## src/rtl/fibo_seq_engine.sv

```systemverilog
// Self-sequenced Fibonacci generator: controller FSM driving T<-B, B<-A+B, A<-T
// transfers, with start/done handshake, streamed terms, sticky overflow and saturation.
module fibo_seq_engine #(
    parameter int WIDTH = 8,
    parameter int CNT_W = 4
) (
    input  logic             clk,
    input  logic             rst_n,
    input  logic             start,
    input  logic [CNT_W-1:0] n_terms,
    input  logic [WIDTH-1:0] seed0,
    input  logic [WIDTH-1:0] seed1,
    input  logic             sat_en,
    output logic             busy,
    output logic             term_valid,
    output logic [WIDTH-1:0] term,
    output logic [CNT_W-1:0] term_idx,
    output logic             done,
    output logic             overflow,
    output logic             zero_flag
);

    typedef enum logic [2:0] {
        IDLE,
        EMIT,
        T_COPY,
        T_ADD,
        T_MOVE,
        DONE
    } state_t;

    state_t           state;
    logic [WIDTH-1:0] a;
    logic [WIDTH-1:0] b;
    logic [WIDTH-1:0] t;
    logic             fa;
    logic             fb;
    logic             ft;
    logic             sat;
    logic [CNT_W-1:0] cnt;
    logic [CNT_W-1:0] idx;
    logic [WIDTH:0]   sum;

    assign sum = {1'b0, a} + {1'b0, b};

    // Outputs are registered on the transition into the state that owns them,
    // so they are visible for exactly the cycle spent in EMIT / DONE.
    always_ff @(posedge clk or negedge rst_n) begin
        if (!rst_n) begin
            state      <= IDLE;
            a          <= '0;
            b          <= '0;
            t          <= '0;
            fa         <= 1'b0;
            fb         <= 1'b0;
            ft         <= 1'b0;
            sat        <= 1'b0;
            cnt        <= '0;
            idx        <= '0;
            busy       <= 1'b0;
            term_valid <= 1'b0;
            term       <= '0;
            term_idx   <= '0;
            done       <= 1'b0;
            overflow   <= 1'b0;
            zero_flag  <= 1'b0;
        end else begin
            term_valid <= 1'b0;
            done       <= 1'b0;
            unique case (state)
                IDLE: begin
                    if (start) begin
                        a         <= seed0;
                        b         <= seed1;
                        fa        <= 1'b0;
                        fb        <= 1'b0;
                        ft        <= 1'b0;
                        cnt       <= n_terms;
                        idx       <= '0;
                        overflow  <= 1'b0;
                        sat       <= sat_en;
                        zero_flag <= (n_terms == '0);
                        busy      <= 1'b1;
                        if (n_terms == '0) begin
                            state <= DONE;
                            done  <= 1'b1;
                        end else begin
                            state      <= EMIT;
                            term_valid <= 1'b1;
                            term       <= seed0;
                            term_idx   <= '0;
                        end
                    end
                end
                EMIT: begin
                    cnt <= cnt - CNT_W'(1);
                    idx <= idx + CNT_W'(1);
                    if (cnt == CNT_W'(1)) begin
                        state <= DONE;
                        done  <= 1'b1;
                    end else begin
                        state <= T_COPY;
                    end
                end
                T_COPY: begin
                    t     <= b;
                    ft    <= fb;
                    state <= T_ADD;
                end
                T_ADD: begin
                    b     <= (sum[WIDTH] && sat) ? '1 : sum[WIDTH-1:0];
                    fb    <= sum[WIDTH] | fa | fb;
                    state <= T_MOVE;
                end
                T_MOVE: begin
                    a          <= t;
                    fa         <= ft;
                    state      <= EMIT;
                    term_valid <= 1'b1;
                    term       <= t;
                    term_idx   <= idx;
                    overflow   <= overflow | ft;
                end
                DONE: begin
                    busy  <= 1'b0;
                    state <= IDLE;
                end
                default: state <= IDLE;
            endcase
        end
    end

endmodule

```

## config.mk

```make
export PLATFORM = sky130hd
export DESIGN_NAME = fibo_seq_engine
export DESIGN_NICKNAME = d
export VERILOG_FILES = /design/src/rtl/fibo_seq_engine.sv
export SDC_FILE = /design/constraint.sdc
export NUM_CORES = 1
export LEC_CHECK = 0
export BUFFER_PORTS_ARGS = -buffer_cell sky130_fd_sc_hd__buf_2
export CAP_MARGIN = 40
export CORE_AREA = 2 2 75 77
export DETAILED_ROUTE_END_ITERATION = 12
export DIE_AREA = 0 0 77 79
export PLACE_DENSITY_LB_ADDON = 0.25
export SETUP_SLACK_MARGIN = 0.1
export SLEW_MARGIN = 20
export SYNTH_ARGS = -nofsm -noshare
export SYNTH_HDL_FRONTEND = slang
export SYNTH_SLANG_ARGS = --single-unit
```

## constraint.sdc

```tcl
create_clock -name clk -period 2.4 [get_ports clk]
set_input_delay 0.48 -clock clk [delete_from_list [all_inputs] [get_ports clk]]
set_output_delay 0.48 -clock clk [all_outputs]
set_load 0.02 [all_outputs]
```

* Word level (Yosys, flattened, before mapping) *
Cells that the tools add are included.

storage, ports and cells
  register bits = 56
  bits of input ports = 24
  output and inout bits = 17

cells by class
  add/sub/neg operators = 3
  equal/unequal tests = 8
  muxes and demuxes = 33
  bitwise operators = 3
  reduce and logical (&&, ||, !) cells = 15

operator list
  cell                                                                 count
  8-bit case mux with 2 select lines                                   3
  8-bit two-way mux                                                    5
  4-bit case mux with 2 select lines                                   3
  4-bit two-way mux                                                    4
  3-bit case mux with 5 select lines                                   1
  1-bit case mux with 2 select lines                                   7
  2-bit AND reduction                                                  6
  2-bit nonzero test                                                   5
  8-bit by 8-bit adder with 9-bit output                               1
  3-bit two-way mux                                                    3
  1-bit two-way mux                                                    7
  3-bit by 2-bit == test with 1-bit output (second input constant)     2
  3-bit == test (second input constant)                                2
  4-bit by 1-bit adder with 4-bit output (second input constant)       1
  4-bit by 1-bit == test with 1-bit output (second input constant)     1
  4-bit zero test                                                      1
  2-bit inequality test (second input constant)                        2
  4-bit by 1-bit subtractor with 4-bit output (second input constant)  1
  3-bit by 1-bit == test with 1-bit output (second input constant)     1
  3-bit zero test                                                      1
  1-bit bitwise OR                                                     3
  3-bit AND reduction                                                  1
  1-bit logical AND                                                    1

* Logic depth before layout (Yosys ltp) *
  depth in word-level cells = 4
  mapped depth = 7
  depth with buffers taken out = 6

* Worst setup path after synthesis *
No wires, ideal clock.

  path kind = register to register
  start point = register b[0]
  end point = register b[2]
  setup time = 149 ps
  data arrival time = 1,961 ps
  required time = 2,251 ps
  path slack = 290 ps
  cell stages (with the launch flop) = 7
  buffers on the path = 0
  clock period less this slack = 2,110 ps
  cells stage by stage = dfrtp_1 ha_1 fa_1 a211oi_1 o21ai_0 o221ai_1 a31oi_1

between the ends
  word-level cells in the longest chain between the ends = 4

ends and longest elaborated chain
  what                                        RTL line  text
  start: declaration                          34        logic [WIDTH-1:0] b;
  start signal: assignment                    111       b <= (sum[WIDTH] && sat) ? '1 : sum[WIDTH-1:0];
  8-bit by 8-bit adder with 9-bit output (*)  44        assign sum = {1'b0, a} + {1'b0, b};
  1-bit logical AND                           111
  8-bit two-way mux (*)                       111
  8-bit case mux with 2 select lines (*)      70        unique case (state)

Mark *: on every way between the ends. The rest lies on a longest branch, timed or not.
A chain may end at the register's enable or synchronous reset.

* Final worst setup path *
  start point = register b[0]
  end point = register b[0]

Same word-level chain as after synthesis.

==> summary.txt <==
Detailed routing
  – Met1 WL: 2850 um
  – Via count: 2,123
  – Final WL: about 5800 um
  – Initial DRC Count: 74
  – TritonRoute pass-1 iters: 4
  – DRC: 0
  – Avg Vias per Cell: approximately 5.6
  – WL met3: approximately 130 um
  – Highest routed layer: met4
  – WL/cell: between 15 and 20 um
  – DRT antenna net count: 0
  – Met2 WL: around 2700 um

Finish
  – Filler cells: between 400 and 500
  – Area of the multi-input gates: 1388 um2
  – ANT cells: 0
  – Commonest non-fill, non-tap cell in the layout: dfrtp_1
  – FF/Latch Area: about 1400 um2
  – Proportion of layout cells with a drive suffix above 1: between 20% and 30%
  – Area grow syn2layout: 14.69%
  – Final Net Count: approximately 350
  – Util after Layout: between 60% and 70%
  – Commonest non-fill, non-tap cells in the layout: 56 x dfrtp_1, 40 x buf_2, 31 x nand2_1

Logic synthesis
  – Register area share after synthesis: between 40% and 50%
  – Netlist Area Pre-Place: 2887 um2
  – Synth Instances: 269
  – Ys Warns: 0
  – Mean Syn Cell Area: 10.73 um2
  – Count of cell types in the netlist: 44
  – Synth Register Bits: 56
  – Syn nets: slightly above 300

GRT
  – GRT Residual Overflow: 0
  – Vias in the first global route: 2,038
  – Largest net degree at the start of global routing: 29
  – Global-route usage over all layers: roughly a fifth
  – First-pass GRT wire length: ~10,000 um
  – Initial antenna violation count: 0

Clock tree
  – Postcts setup bufs: 0
  – Hold-fix buffers, CTS: 0
  – Post_cts resized: 0
  – Clock Latency Late Sink: approximately 0.31 ns
  – Clock sink count: 56
  – H-tree levels: 2
  – CTS tree: done
  – Maximum clock path buffer count: 2
  – CTS root buf: clkbuf_8
  – Clk slew on worst S/H paths: 0.10 ns
  – CTS Buf Count: 5

Worst setup path
  – Crit path max fanout: 8
  – Startpoint type of the worst setup path: register
  – Crit path arrival time: roughly 2.2 ns
  – Element type at the critical path end: register
  – Worst EP required: 2.55 ns
  – Crit path kind: reg -> reg

Power
  – Sw power: 0.002010 W
  – Combinational power share: 49.7%
  – LEAKAGE: 1.548 nW
  – Clk pwr share: approximately 14%
  – Total internal power: 0.002888 W
  – PwrDens: about 1500 nW/um2
  – Seq pwr share: a little over a third
  – Worst vdd rail ir drop: between 800 and 900 uV
  – Switch share: between 40% and 50%
  – Pwr Total: approximately 0.0049 W

Die
  – Io pins: 41
  – Die height: around 80 um
  – Starting density of the core: between 50 and 60%
  – Die W: about 77 um
  – Cell Rows: 27
  – Core box area: approximately 5300 um2
  – DIE AREA: just over 6000 um2

STA
  – Unrepaired setup endpoints after global routing: false
  – Fin crit period: around 2.1 ns
  – Clock skew: 0.01024 ns
  – Relative slew slack: about half
  – Measured slew at the worst slew-check pin: 0.7444 ns
  – Slew Limit Fails: 0
  – Setup_tns: 0 ns
  – Final hold violations: 0
  – Worst hold slack: between 0.1 and 0.15 ns
  – Setup Viol. Count Final: 0
  – Fmax: around 0.5 GHz
  – Final Worst Setup Slack: 0.3444 ns
  – Tcrit/Tclk final: between 80 and 90%

Place
  – Dpl hpwl: 4250 um
  – Worst slack, placed: approximately 0.28 ns
  – Placer Congestion: approximately 0.85
  – Port-buffer cells: 40

Outcome
  – Status: complete, no violations

Worst hold path
  – Worst Hold Class: in -> async

Flow run
  – Max-Cap Viols: 0
## Yosys cell counts, drive strengths merged
master,instances,area (um2)
nand2,31,116.4
a221o,1,10.01
a22oi,1,7.510
nand3b,1,7.510
nand4,1,6.260
a22o,4,35.03
nor3b,4,40.03
a221oi,1,8.760
a31oi,9,56.30
o21a,2,15.01
and3,1,6.260
nand2b,1,6.260
nor4b,1,15.01
xnor2,3,26.28
and2,8,50.05
ha,11,137.6
or4,1,11.26
o211ai,3,22.52
a311oi,1,8.760
xor2,4,35.03
o21ai,28,140.1
or3b,2,17.52
o21bai,1,7.510
o221ai,1,8.760
a211oi,11,122.6
a21oi,13,65.06
mux2,9,101.4
mux2i,16,160.2
or4b,1,10.01
nor3,2,10.01
a21o,3,22.52
fa,1,20.02
nor2,9,33.78
o211a,1,10.01
clkbuf,2,7.510
buf,13,73.82
inv,6,22.52
dfrtp,56,1401
a21boi,2,15.01
nand3,3,15.01
## path summary, 6_finish.rpt
path / startpoint / endpoint / slack (ns) / cells after the start
max reg2reg: b[0] / b[0] / 0.34 / 7
min reg2reg: term[1] / term[1] / 0.48 / 2
min: rst_n / state[1] / 0.12 / 1
max: b[0] / b[0] / 0.34 / 7
min in group clk: sat_en / sat / 0.36 / 3
max in group asynchronous: rst_n / t[4] / 1.64 / 2
## sequential cells by signal, summed over array words and instances, names as in the netlist, 3 cells and up
register and cells:
cnt 4, a 8, state 3, b 8, term_idx 4, idx 4, term 8, t 8
## cells by family after synthesis
group           Yosys count  share of synthesized area [%]
mux                      25                          9.059
fa+ha+maj                12                          5.462
simple gates             66                          11.96
buf+inv                  21                          3.598
compound gates           82                          19.25
flops                    56                          48.55
xor+xnor                  7                          2.124
## critical path: stages, from the launching register on
cell	delay, ns
dfrtp_1	0.41
ha_1	0.22
fa_1	0.43
a211oi_1	0.24
o21ai_1	0.15
o221ai_1	0.17
buf_4	0.18
a31oi_1	0.09
## stage by stage
| stage | cell area, um2 | instances |
|---|---|---|
| final | 3311 | 382 |
| after floorplan | 2887 | 269 |
| after CTS | 3311 | 382 |
| after global placement | 3182 | 375 |
| after global routing | 3311 | 382 |
| after detailed placement | 3182 | 375 |
## metal layers
metal  up-vias  global-route usage, %
met5         -                      0
met1      1031                  29.99
met2        30                  32.72
met4         0                  4.821
li1       1054                      -
met3         8                  2.500
## cell type report
cell class | count | share of cell area [%]
Sequential cell | 56 | 42.33
Multi-Input combinational cell | 192 | 41.91
Timing Repair Buffer | 49 | 8.466
Tap cell | 72 | 2.721
Clock buffer | 5 | 2.079
Clock inverter | 2 | 1.814
Inverter | 6 | 0.6803
## power by group through the flow
| stage | Sequential, W | Clock, W | Combinational (W) |
|---|---|---|---|
| after global routing | 0.00183 | 0.000750 | 0.00273 |
| after floorplan | 0.00176 | 0 | 0.00181 |
| after detailed placement | 0.00177 | 0 | 0.00241 |
| after global placement | 0.00176 | 0 | 0.00236 |
| final | 0.00175 | 0.000707 | 0.00244 |
| after CTS | 0.00175 | 0.000726 | 0.00244 |
Power figures use the tool's default switching activity.
